==> src/rtl/av_rr_arbiter_pkg.sv <==
// Shared types and limits for the round-robin Avalon-MM arbiter.
package av_arb_pkg;

  typedef enum logic [1:0] {
    IDLE   = 2'd0,
    CMD    = 2'd1,
    RDWAIT = 2'd2,
    DONE   = 2'd3
  } arb_state_e;

  localparam int MST_NUM_MIN = 2;
  localparam int MST_NUM_MAX = 8;
  localparam int RD_LAT_MIN  = 1;
  localparam int RD_LAT_MAX  = 4;

  // Index and latency counters are sized for the largest legal configuration.
  localparam int IDX_W = $clog2(MST_NUM_MAX);
  localparam int CNT_W = $clog2(RD_LAT_MAX);

  function automatic logic [IDX_W-1:0] wrap_inc(input logic [IDX_W-1:0] idx,
                                                input int unsigned     n);
    if (idx == IDX_W'(n - 1)) begin
      return '0;
    end else begin
      return idx + IDX_W'(1);
    end
  endfunction

endpackage

==> src/rtl/av_rr_arbiter_if.sv <==
// Master-side and slave-side Avalon-MM signals seen by the arbiter.
interface av_rr_arbiter_if #(
  parameter int DW      = 32,
  parameter int AW      = 16,
  parameter int MST_NUM = 2
);
  localparam int BW = DW / 8;

  logic [MST_NUM-1:0][AW-1:0] m_address;
  logic [MST_NUM-1:0][BW-1:0] m_byteenable;
  logic [MST_NUM-1:0]         m_read;
  logic [MST_NUM-1:0]         m_write;
  logic [MST_NUM-1:0][DW-1:0] m_writedata;
  logic [MST_NUM-1:0]         m_waitrequest;
  logic [DW-1:0]              m_readdata;

  logic [AW-1:0]              avms_address;
  logic [BW-1:0]              avms_byteenable;
  logic                       avms_read;
  logic                       avms_write;
  logic [DW-1:0]              avms_writedata;
  logic [DW-1:0]              avms_readdata;

  // The arbiter masters the shared slave port.
  modport master (
    input  m_address, m_byteenable, m_read, m_write, m_writedata, avms_readdata,
    output m_waitrequest, m_readdata,
    output avms_address, avms_byteenable, avms_read, avms_write, avms_writedata
  );

  modport slave (
    output m_address, m_byteenable, m_read, m_write, m_writedata, avms_readdata,
    input  m_waitrequest, m_readdata,
    input  avms_address, avms_byteenable, avms_read, avms_write, avms_writedata
  );

endinterface

==> src/rtl/av_rr_arbiter_rr_grant.sv <==
// Round-robin search starting at ptr_i with wrap; produces one-hot grant and index.
module rr_grant
  import av_arb_pkg::*;
#(
  parameter int MST_NUM = 2
) (
  input  logic [MST_NUM-1:0] req_i,
  input  logic [IDX_W-1:0]   ptr_i,
  output logic [MST_NUM-1:0] grant_o,
  output logic [IDX_W-1:0]   idx_o,
  output logic               valid_o
);
  localparam int EXT = 1 << IDX_W;

  logic [EXT-1:0]   req_ext_s;
  logic [EXT-1:0]   grant_ext_s;
  logic [IDX_W-1:0] cand_s;

  // Walk MST_NUM candidates from the pointer and keep the first requester.
  always_comb begin
    req_ext_s              = '0;
    req_ext_s[MST_NUM-1:0] = req_i;
    grant_ext_s            = '0;
    idx_o                  = '0;
    valid_o                = 1'b0;
    cand_s                 = ptr_i;
    for (int i = 0; i < MST_NUM; i++) begin
      if (!valid_o && req_ext_s[cand_s]) begin
        valid_o             = 1'b1;
        idx_o               = cand_s;
        grant_ext_s[cand_s] = 1'b1;
      end else begin
        valid_o = valid_o;
      end
      cand_s = wrap_inc(cand_s, MST_NUM);
    end
    grant_o = grant_ext_s[MST_NUM-1:0];
  end

endmodule

==> src/rtl/av_rr_arbiter.sv <==
// Round-robin arbiter sharing one Avalon-MM slave among MST_NUM masters,
// one transaction at a time with a fixed slave read latency.
module av_rr_arbiter
  import av_arb_pkg::*;
#(
  parameter int DW      = 32,
  parameter int AW      = 16,
  parameter int MST_NUM = 2,
  parameter int RD_LAT  = 1
) (
  input  logic               clk_i,
  input  logic               reset_i,
  av_rr_arbiter_if.master    bus,
  output logic [MST_NUM-1:0] grant_o,
  output logic               busy_o
);
  localparam int BW = DW / 8;

  arb_state_e         state_q, state_d;
  logic [IDX_W-1:0]   ptr_q, ptr_d;
  logic [CNT_W-1:0]   cnt_q, cnt_d;
  logic [AW-1:0]      addr_q, addr_d;
  logic [BW-1:0]      be_q, be_d;
  logic [DW-1:0]      wdata_q, wdata_d;
  logic               rd_q, rd_d;
  logic               wr_q, wr_d;
  logic [DW-1:0]      rdata_q, rdata_d;
  logic [MST_NUM-1:0] wait_q, wait_d;
  logic [MST_NUM-1:0] grant_q, grant_d;
  logic               busy_q, busy_d;

  logic [MST_NUM-1:0] req_s;
  logic [MST_NUM-1:0] rr_grant_s;
  logic [IDX_W-1:0]   rr_idx_s;
  logic               rr_valid_s;
  logic [AW-1:0]      sel_addr_s;
  logic [BW-1:0]      sel_be_s;
  logic [DW-1:0]      sel_wdata_s;
  logic               sel_write_s;

  assign req_s = bus.m_read | bus.m_write;

  rr_grant #(.MST_NUM(MST_NUM)) u_rr_grant (
    .req_i   (req_s),
    .ptr_i   (ptr_q),
    .grant_o (rr_grant_s),
    .idx_o   (rr_idx_s),
    .valid_o (rr_valid_s)
  );

  // One-hot AND-OR mux of the winning master's command fields.
  always_comb begin
    sel_addr_s  = '0;
    sel_be_s    = '0;
    sel_wdata_s = '0;
    sel_write_s = 1'b0;
    for (int i = 0; i < MST_NUM; i++) begin
      sel_addr_s  = sel_addr_s  | ({AW{rr_grant_s[i]}} & bus.m_address[i]);
      sel_be_s    = sel_be_s    | ({BW{rr_grant_s[i]}} & bus.m_byteenable[i]);
      sel_wdata_s = sel_wdata_s | ({DW{rr_grant_s[i]}} & bus.m_writedata[i]);
      sel_write_s = sel_write_s | (rr_grant_s[i] & bus.m_write[i]);
    end
  end

  // Next-state and registered-output logic; the completion pulse is loaded on
  // the edge that leaves CMD (write) or enters DONE (read).
  always_comb begin
    state_d = state_q;
    ptr_d   = ptr_q;
    cnt_d   = cnt_q;
    addr_d  = addr_q;
    be_d    = be_q;
    wdata_d = wdata_q;
    rd_d    = 1'b0;
    wr_d    = 1'b0;
    rdata_d = rdata_q;
    wait_d  = '1;
    grant_d = grant_q;
    busy_d  = busy_q;
    case (state_q)
      IDLE: begin
        if (rr_valid_s) begin
          state_d = CMD;
          ptr_d   = wrap_inc(rr_idx_s, MST_NUM);
          addr_d  = sel_addr_s;
          be_d    = sel_be_s;
          wdata_d = sel_wdata_s;
          wr_d    = sel_write_s;
          rd_d    = ~sel_write_s;
          grant_d = rr_grant_s;
          busy_d  = 1'b1;
        end else begin
          state_d = IDLE;
        end
      end
      CMD: begin
        if (wr_q) begin
          state_d = IDLE;
          wait_d  = ~grant_q;
          grant_d = '0;
          busy_d  = 1'b0;
        end else begin
          state_d = RDWAIT;
          cnt_d   = '0;
        end
      end
      RDWAIT: begin
        if (cnt_q == CNT_W'(RD_LAT - 1)) begin
          state_d = DONE;
          rdata_d = bus.avms_readdata;
          wait_d  = ~grant_q;
        end else begin
          cnt_d = cnt_q + CNT_W'(1);
        end
      end
      DONE: begin
        state_d = IDLE;
        grant_d = '0;
        busy_d  = 1'b0;
      end
      default: begin
        state_d = IDLE;
        grant_d = '0;
        busy_d  = 1'b0;
      end
    endcase
  end

  // State and output registers with asynchronous reset.
  always_ff @(posedge clk_i or posedge reset_i) begin
    if (reset_i) begin
      state_q <= IDLE;
      ptr_q   <= '0;
      cnt_q   <= '0;
      addr_q  <= '0;
      be_q    <= '0;
      wdata_q <= '0;
      rd_q    <= 1'b0;
      wr_q    <= 1'b0;
      rdata_q <= '0;
      wait_q  <= '1;
      grant_q <= '0;
      busy_q  <= 1'b0;
    end else begin
      state_q <= state_d;
      ptr_q   <= ptr_d;
      cnt_q   <= cnt_d;
      addr_q  <= addr_d;
      be_q    <= be_d;
      wdata_q <= wdata_d;
      rd_q    <= rd_d;
      wr_q    <= wr_d;
      rdata_q <= rdata_d;
      wait_q  <= wait_d;
      grant_q <= grant_d;
      busy_q  <= busy_d;
    end
  end

  assign bus.avms_address    = addr_q;
  assign bus.avms_byteenable = be_q;
  assign bus.avms_writedata  = wdata_q;
  assign bus.avms_read       = rd_q;
  assign bus.avms_write      = wr_q;
  assign bus.m_readdata      = rdata_q;
  assign bus.m_waitrequest   = wait_q;
  assign grant_o             = grant_q;
  assign busy_o              = busy_q;

endmodule
==> src/flat_wrapper.sv <==
// flat-port wrapper written by rule: the top's interface ports become plain ports
module av_rr_arbiter_flat import av_arb_pkg::*;
#(
  parameter int DW      = 32,
  parameter int AW      = 16,
  parameter int MST_NUM = 2,
  parameter int RD_LAT  = 1
)
  (clk_i, reset_i, grant_o, busy_o, bus_m_address, bus_m_byteenable, bus_m_read, bus_m_write, bus_m_writedata, bus_avms_readdata, bus_m_waitrequest, bus_m_readdata, bus_avms_address, bus_avms_byteenable, bus_avms_read, bus_avms_write, bus_avms_writedata);
  av_rr_arbiter_if #(.DW(DW), .AW(AW), .MST_NUM(MST_NUM)) bus_i ();
  input  logic clk_i;
  input  logic reset_i;
  output logic [MST_NUM-1:0] grant_o;
  output logic busy_o;
  input wire logic [$bits(bus_i.m_address)-1:0] bus_m_address;
  input wire logic [$bits(bus_i.m_byteenable)-1:0] bus_m_byteenable;
  input wire logic [$bits(bus_i.m_read)-1:0] bus_m_read;
  input wire logic [$bits(bus_i.m_write)-1:0] bus_m_write;
  input wire logic [$bits(bus_i.m_writedata)-1:0] bus_m_writedata;
  input wire logic [$bits(bus_i.avms_readdata)-1:0] bus_avms_readdata;
  output wire logic [$bits(bus_i.m_waitrequest)-1:0] bus_m_waitrequest;
  output wire logic [$bits(bus_i.m_readdata)-1:0] bus_m_readdata;
  output wire logic [$bits(bus_i.avms_address)-1:0] bus_avms_address;
  output wire logic [$bits(bus_i.avms_byteenable)-1:0] bus_avms_byteenable;
  output wire logic [$bits(bus_i.avms_read)-1:0] bus_avms_read;
  output wire logic [$bits(bus_i.avms_write)-1:0] bus_avms_write;
  output wire logic [$bits(bus_i.avms_writedata)-1:0] bus_avms_writedata;
  assign bus_i.m_address = bus_m_address;
  assign bus_i.m_byteenable = bus_m_byteenable;
  assign bus_i.m_read = bus_m_read;
  assign bus_i.m_write = bus_m_write;
  assign bus_i.m_writedata = bus_m_writedata;
  assign bus_i.avms_readdata = bus_avms_readdata;
  assign bus_m_waitrequest = bus_i.m_waitrequest;
  assign bus_m_readdata = bus_i.m_readdata;
  assign bus_avms_address = bus_i.avms_address;
  assign bus_avms_byteenable = bus_i.avms_byteenable;
  assign bus_avms_read = bus_i.avms_read;
  assign bus_avms_write = bus_i.avms_write;
  assign bus_avms_writedata = bus_i.avms_writedata;
  av_rr_arbiter #(.DW(DW), .AW(AW), .MST_NUM(MST_NUM), .RD_LAT(RD_LAT)) u_core (.clk_i(clk_i), .reset_i(reset_i), .bus(bus_i), .grant_o(grant_o), .busy_o(busy_o));
endmodule
==> config.mk <==
export PLATFORM = sky130hd
export DESIGN_NAME = av_rr_arbiter_flat
export DESIGN_NICKNAME = d
export VERILOG_FILES = /design/src/rtl/av_rr_arbiter_pkg.sv /design/src/rtl/av_rr_arbiter_if.sv /design/src/rtl/av_rr_arbiter_rr_grant.sv /design/src/rtl/av_rr_arbiter.sv /design/src/flat_wrapper.sv
export SDC_FILE = /design/constraint.sdc
export NUM_CORES = 1
export LEC_CHECK = 0
export BUFFER_PORTS_ARGS = -buffer_cell sky130_fd_sc_hd__buf_2
export CAP_MARGIN = 25
export CORE_UTILIZATION = 46
export DETAILED_ROUTE_END_ITERATION = 12
export PLACE_DENSITY = 0.92
export REMOVE_ABC_BUFFERS = 1
export SYNTH_ARGS = -nofsm -noshare
export SYNTH_HDL_FRONTEND = slang
export SYNTH_SLANG_ARGS = --single-unit
==> constraint.sdc <==
create_clock -name clk_i -period 4 [get_ports clk_i]
set_clock_uncertainty 0.15 [all_clocks]
set_input_delay 0.4 -clock clk_i [delete_from_list [all_inputs] [get_ports clk_i]]
set_output_delay 0.4 -clock clk_i [all_outputs]
set_load 0.01 [all_outputs]
## Yosys cells after proc, flatten, opt, wreduce, memory -nomap -nowiden

Index checks and enable logic that the tools add are counted.

- Register bits: 98
- Bits of input ports: 142
- Bits in writable memories: 0
- ROM bits: 0
- Output and inout bits: 91
- Bits in latches: 0
- Memories: 0

- Add/sub/neg operators: 3
- Muxes and demuxes: 36
- Bitwise logic cells: 16
- Multipliers: 0
- Equal/unequal tests: 10
- Div/mod/pow operators: 0
- Reductions and logical operators: 12
- $lt $le $gt $ge: 4
- Shifts and indexed selects: 0

Operators by type and width:

| cell | number |
|---|---|
| $and A32 B32 Y32 | 2 |
| $and A16 B16 Y16 | 2 |
| $or A32 B32 Y32 | 1 |
| $mux W2 | 10 |
| $or A16 B16 Y16 | 1 |
| $mux W1 | 13 |
| $mux W3 | 4 |
| $and A4 B4 Y4 | 2 |
| $lt A3 B4 Y1 const B | 2 |
| $pmux W2 S2 | 2 |
| $pmux W2 S4 | 1 |
| $add A3 B1 Y3 const B | 2 |
| $bmux W1 S3 | 2 |
| $demux W1 S3 | 2 |
| $eq A3 B1 Y1 const B | 2 |
| $ge A3 B1 Y1 const B | 2 |
| $ne A2 B1 Y1 const B | 3 |
| $pmux W2 S3 | 1 |
| $reduce_and A3 Y1 | 2 |
| $eq A2 B2 Y1 const B | 2 |
| $logic_not A2 Y1 | 2 |
| $ne A2 B2 Y1 const B | 2 |
| $or A2 B2 Y2 | 2 |
| $or A4 B4 Y4 | 1 |
| other kinds (12) | 16 |

## Longest topological paths before layout

- Depth in word-level cells: 13
- Depth in mapped cells: 8
- Mapped depth without buffers: 6

## By module

A second synthesis with hierarchy kept.

- Cell total of the unflattened synthesis: 388
- Area total of the unflattened synthesis: 4408.0 sq um

Modules (own cells, without submodules):

| module | cells each | area an instance (sq um) | instances |
|---|---|---|---|
| av_rr_arbiter | 376 | 4326.6 | 1 |
| rr_grant | 12 | 81.3 | 1 |

## Worst setup path after synthesis

Ideal clock, no wire load.

- Kind: reg2reg
- Start: register u_core.state_q[0]
- End: register u_core.rdata_q[0], in the netlist u_core.bus.m_readdata[0]
- Stages on the path, launching flop included: 7
- Buffers on the path: 2
- Path slack: 2020 ps
- Data arrival time: 1706 ps
- Setup time: 125 ps
- Cells stage by stage: dfrtp_1 -> inv_1 -> ha_1 -> clkbuf_1 -> nand2_1 -> buf_1 -> mux2_2

- Cells in the longest elaborated chain, start to end: 2

RTL lines:

| item | line | source |
|---|---|---|
| start: declaration | av_rr_arbiter.sv:19 | `arb_state_e state_q, state_d;` |
| start signal: assignment | av_rr_arbiter.sv:145 | `state_q <= state_d;` |
| $eq A2 B2 Y1 | av_rr_arbiter.sv:80 | `case (state_q)` |
| $reduce_and A2 Y1 (no source line) | -- |  |
| end signal: assignment | av_rr_arbiter.sv:153 | `rdata_q <= rdata_d;` |
| end: declaration | av_rr_arbiter.sv:27 | `logic [DW-1:0] rdata_q, rdata_d;` |

No other way between the ends.
A chain may end at the register's enable or synchronous reset.

## Worst setup path in the final report

- Start: register u_core.state_q[0]
- End: register u_core.addr_q[9], in the netlist u_core.bus.avms_address[9]

- Cells in the longest elaborated chain, start to end: 2

RTL lines:

| item | line | source |
|---|---|---|
| $logic_not A2 Y1 | av_rr_arbiter.sv:80 |  |
| $reduce_and A2 Y1 (no source line) | -- |  |
| end signal: assignment | av_rr_arbiter.sv:148 | `addr_q <= addr_d;` |
| end: declaration | av_rr_arbiter.sv:22 | `logic [AW-1:0] addr_q, addr_d;` |

No other way between the ends.

==> out/metrics.csv <==
stage,metric,value,unit
die,Core Rows,36,
worst_setup_path,RR Startpoint,u_core.state_q[0],
cells_and_area,"Core Util, Final",62.9,%
cells_and_area,post-route cell area,0.00623,sq mm
power_and_ir_drop,Leak,0.00311,uW
cells_and_area,area of the multi-input gates,0.00189,sq mm
timing,Max Transition Viols Final,0,
synth,Seq cells post-synth,98,
synth,syn avg cell area,12.5,sq um
clock_network,TritonCTS clock tree,yes,
worst_setup_path,Worst setup SP type,flip-flop,
drt,Routed WL,12200,um
power_and_ir_drop,maximum vdd drop,0.432,mV
drt,Vias,3872,
timing,worst-margin pin slew,663,ps
worst_hold_path,HP Start,bus_avms_readdata[0],
synth,synth warn,0,
power_and_ir_drop,Pwr per Cell Area,788,mW/mm^2
power_and_ir_drop,Clock power frac,13.6,%
timing,Max Freq,397,MHz
timing,# setup viols final,0,
placement,pre-CTS WS,1390,ps
timing,RSZ-0062 raised after global routing,no,
power_and_ir_drop,Comb power frac,50.7,%
worst_setup_path,WP data arrival,2640,ps
placement,routability cong.,0.825,
status,status,finished clean,
synth,"Seq/Total Area, Yosys",51.7,%
cells_and_area,Area Growth Syn to Fin,31.2,%
synth,post-synthesis cell type count,42,
placement,IO buf count,232,
timing,Final Hold Vio Count,0,
grt,Total Routing Usage GR,22.5,%
cells_and_area,"most common cell after layout, fill and taps aside",buf_2,
worst_hold_path,Hold Crit Depth,2,
cells_and_area,Final Non-Filler Cells,744,
cells_and_area,layout cells sized above 1,60.1,%
clock_network,clk sinks,98,
grt,first-pass GRT wire length,19300,um
timing,max_slew headroom,55.8,%
synth,Synth Instances,380,
placement,Placed Area,0.00598,sq mm
clock_network,CTS H-Tree Depth,3,
die,core outline area,0.00991,sq mm
die,die area,0.0107,sq mm
power_and_ir_drop,Internal Power,2880,uW
synth,post-synthesis cell area,0.00475,sq mm
grt,total gr overflow,0,
die,Initial Util,47.9,%
timing,"Period Utilization, post-route",63.0,%
timing,Setup TNS,0,ps
worst_setup_path,CP Capture Type,flip-flop,
placement,placed cells,726,
grt,largest net degree at the start of global routing,79,
power_and_ir_drop,switching power,2040,uW
clock_network,Inserted Clock Buffers,9,
worst_setup_path,Worst Setup EP,u_core.bus.avms_address[9],
worst_setup_path,crit-path max FO,37,
cells_and_area,fill count,763,
clock_network,clk root buf,clkbuf_8,
die,Die X-Extent,104,um
cells_and_area,Antenna Cells,0,
worst_setup_path,Crit path required time,4120,ps
worst_setup_path,reg2reg setup slack,1480,ps
clock_network,Worst-path clk slew,100,ps
power_and_ir_drop,switching share of power,41.4,%
die,I/O pin count,233,
clock_network,# Post-CTS Setup Buffers,0,
drt,TritonRoute pass-1 iters,4,
placement,DP HPWL,8960,um
grt,vias in the first global route,3986,
drt,Post-route DRC,0,
worst_setup_path,Crit Path Class,reg2reg,
die,die height,104,um
worst_setup_path,Worst R2R Path Depth,7,
worst_hold_path,worst hold path class,in2reg,
cells_and_area,nets,754,
clock_network,Worst-Skew Late Latency,350,ps
grt,initial antenna violation count,0,
job,Max-Cap Viols,0,
clock_network,maximum clock insertion buffer count,2,
worst_setup_path,worst setup path start,u_core.state_q[0],
worst_setup_path,Reg-to-Reg End,u_core.bus.avms_address[9],
cells_and_area,register area,0.00245,sq mm
power_and_ir_drop,sequential power share,35.7,%
timing,post-route minimum period,2520,ps
drt,"antenna viol nets, final",0,
timing,Final WS setup,1480,ps
drt,Initial DRC Count,131,
drt,post-DR wirelength/cell,16.4,um
drt,drt via density,5.20,
cells_and_area,most frequent cells in the layout,"buf_2 (232), dfrtp_1 (96), inv_1 (57), a221oi_2 (49), a21oi_1 (35)",
registers in the layout, summed over array words and instances (netlist names), named ones only:
register	flops
u_core.bus.avms_address	16
u_core.bus.avms_byteenable	4
u_core.bus.avms_read	1
u_core.bus.avms_write	1
u_core.bus.avms_writedata	32
u_core.bus.m_readdata	32
u_core.bus.m_waitrequest	2
u_core.busy_o	1
u_core.cnt_q	2
u_core.grant_o	2
u_core.ptr_q	3
u_core.state_q	1
logic make-up after synthesis:
| logic type | synth area share, % |
|---|---|
| compound gates | 27.4 |
| fa+ha+maj | 1.58 |
| buf+inv | 8.59 |
| flops | 51.7 |
| mux | 7.59 |
| simple gates | 3.19 |
layer usage:
layer	vias to the layer above	GRT usage, %	share of wire, %
met1	1848	26.8	41
met4	0	7.35	2.1
met5	-	0	0
met2	169	40.7	51
li1	1833	-	-
met3	22	4.28	6.0
what timing repair did:
item	CTS	global route
gates resized for setup	0	0
hold endpoints to repair	0	3
hold buffers	0	1
setup endpoints to repair	0	0
worst min-delay path by stage:
| stage | endpoint | slack (ps) |
|---|---|---|
| after floorplan | u_core.cnt_q[1] | 350 |
| after global placement | u_core.busy_o | 320 |
| after detailed placement | u_core.busy_o | 320 |
| after CTS | u_core.bus.m_readdata[1] | 100 |
| after global routing | u_core.bus.m_readdata[0] | 100 |
| final | u_core.bus.m_readdata[0] | 120 |
cells in the mapped netlist (all sizes together):
| cell | instances | area, sq um |
|---|---|---|
| a21oi | 55 | 350 |
| or3 | 1 | 6.26 |
| a221oi | 52 | 762 |
| a211oi | 1 | 7.51 |
| o211ai | 1 | 7.51 |
| inv | 58 | 218 |
| buf | 23 | 175 |
| nand2b | 1 | 6.26 |
| nand4b | 1 | 8.76 |
| a22oi | 2 | 15.0 |
| o21ba | 1 | 10.0 |
| or2 | 1 | 6.26 |
| nor2 | 5 | 18.8 |
| nor4 | 1 | 6.26 |
| dfstp | 2 | 52.6 |
| nor2b | 2 | 12.5 |
| nor3 | 2 | 21.3 |
| o21a | 1 | 7.51 |
| o2111ai | 1 | 8.76 |
| o41ai | 1 | 8.76 |
| ha | 6 | 75.1 |
| o21bai | 1 | 7.51 |
| o22ai | 1 | 6.26 |
| o21ai | 5 | 25.0 |
| a21bo | 1 | 10.0 |
| dfrtp | 96 | 2400 |
| o31ai | 2 | 28.8 |
| o32a | 1 | 10.0 |
| a22o | 3 | 26.3 |
| nand3 | 3 | 15.0 |
| clkbuf | 4 | 15.0 |
| and2 | 2 | 12.5 |
| nand2 | 10 | 37.5 |
| a31o | 1 | 8.76 |
| mux2 | 32 | 360 |
final cells by class:
class / instances / share of cell area, %
clock inverters: 6 / 1.16
flip-flops and latches: 98 / 39.4
well taps: 133 / 2.67
multi-input cells: 197 / 30.3
repair buffers: 242 / 20.7
clock buffers: 10 / 2.21
inverters: 58 / 3.53
power by group through the flow:
stage	combinational (uW)	clock [uW]	sequential, uW
after floorplan	1420	0	1980
after global placement	2360	0	1740
after detailed placement	2500	0	1760
after CTS	2500	680	1750
after global routing	2700	728	1810
final	2490	668	1750
worst max-delay path: stages, from the launching register on:
cell,delay [ps]
dfrtp_1,440
inv_1,110
ha_1,250
inv_1,130
o32a_2,570
buf_4,570
a221oi_2,80
a21oi_1,140
through the flow:
step	hold WS, ps	power, uW
6_report	122	4910
5_1_grt	96.6	5240
4_1_cts	103	4930
3_5_place_dp	322	4260
3_3_place_gp	321	4100
2_1_floorplan	346	3390
(Power assumes the default switching activity.)
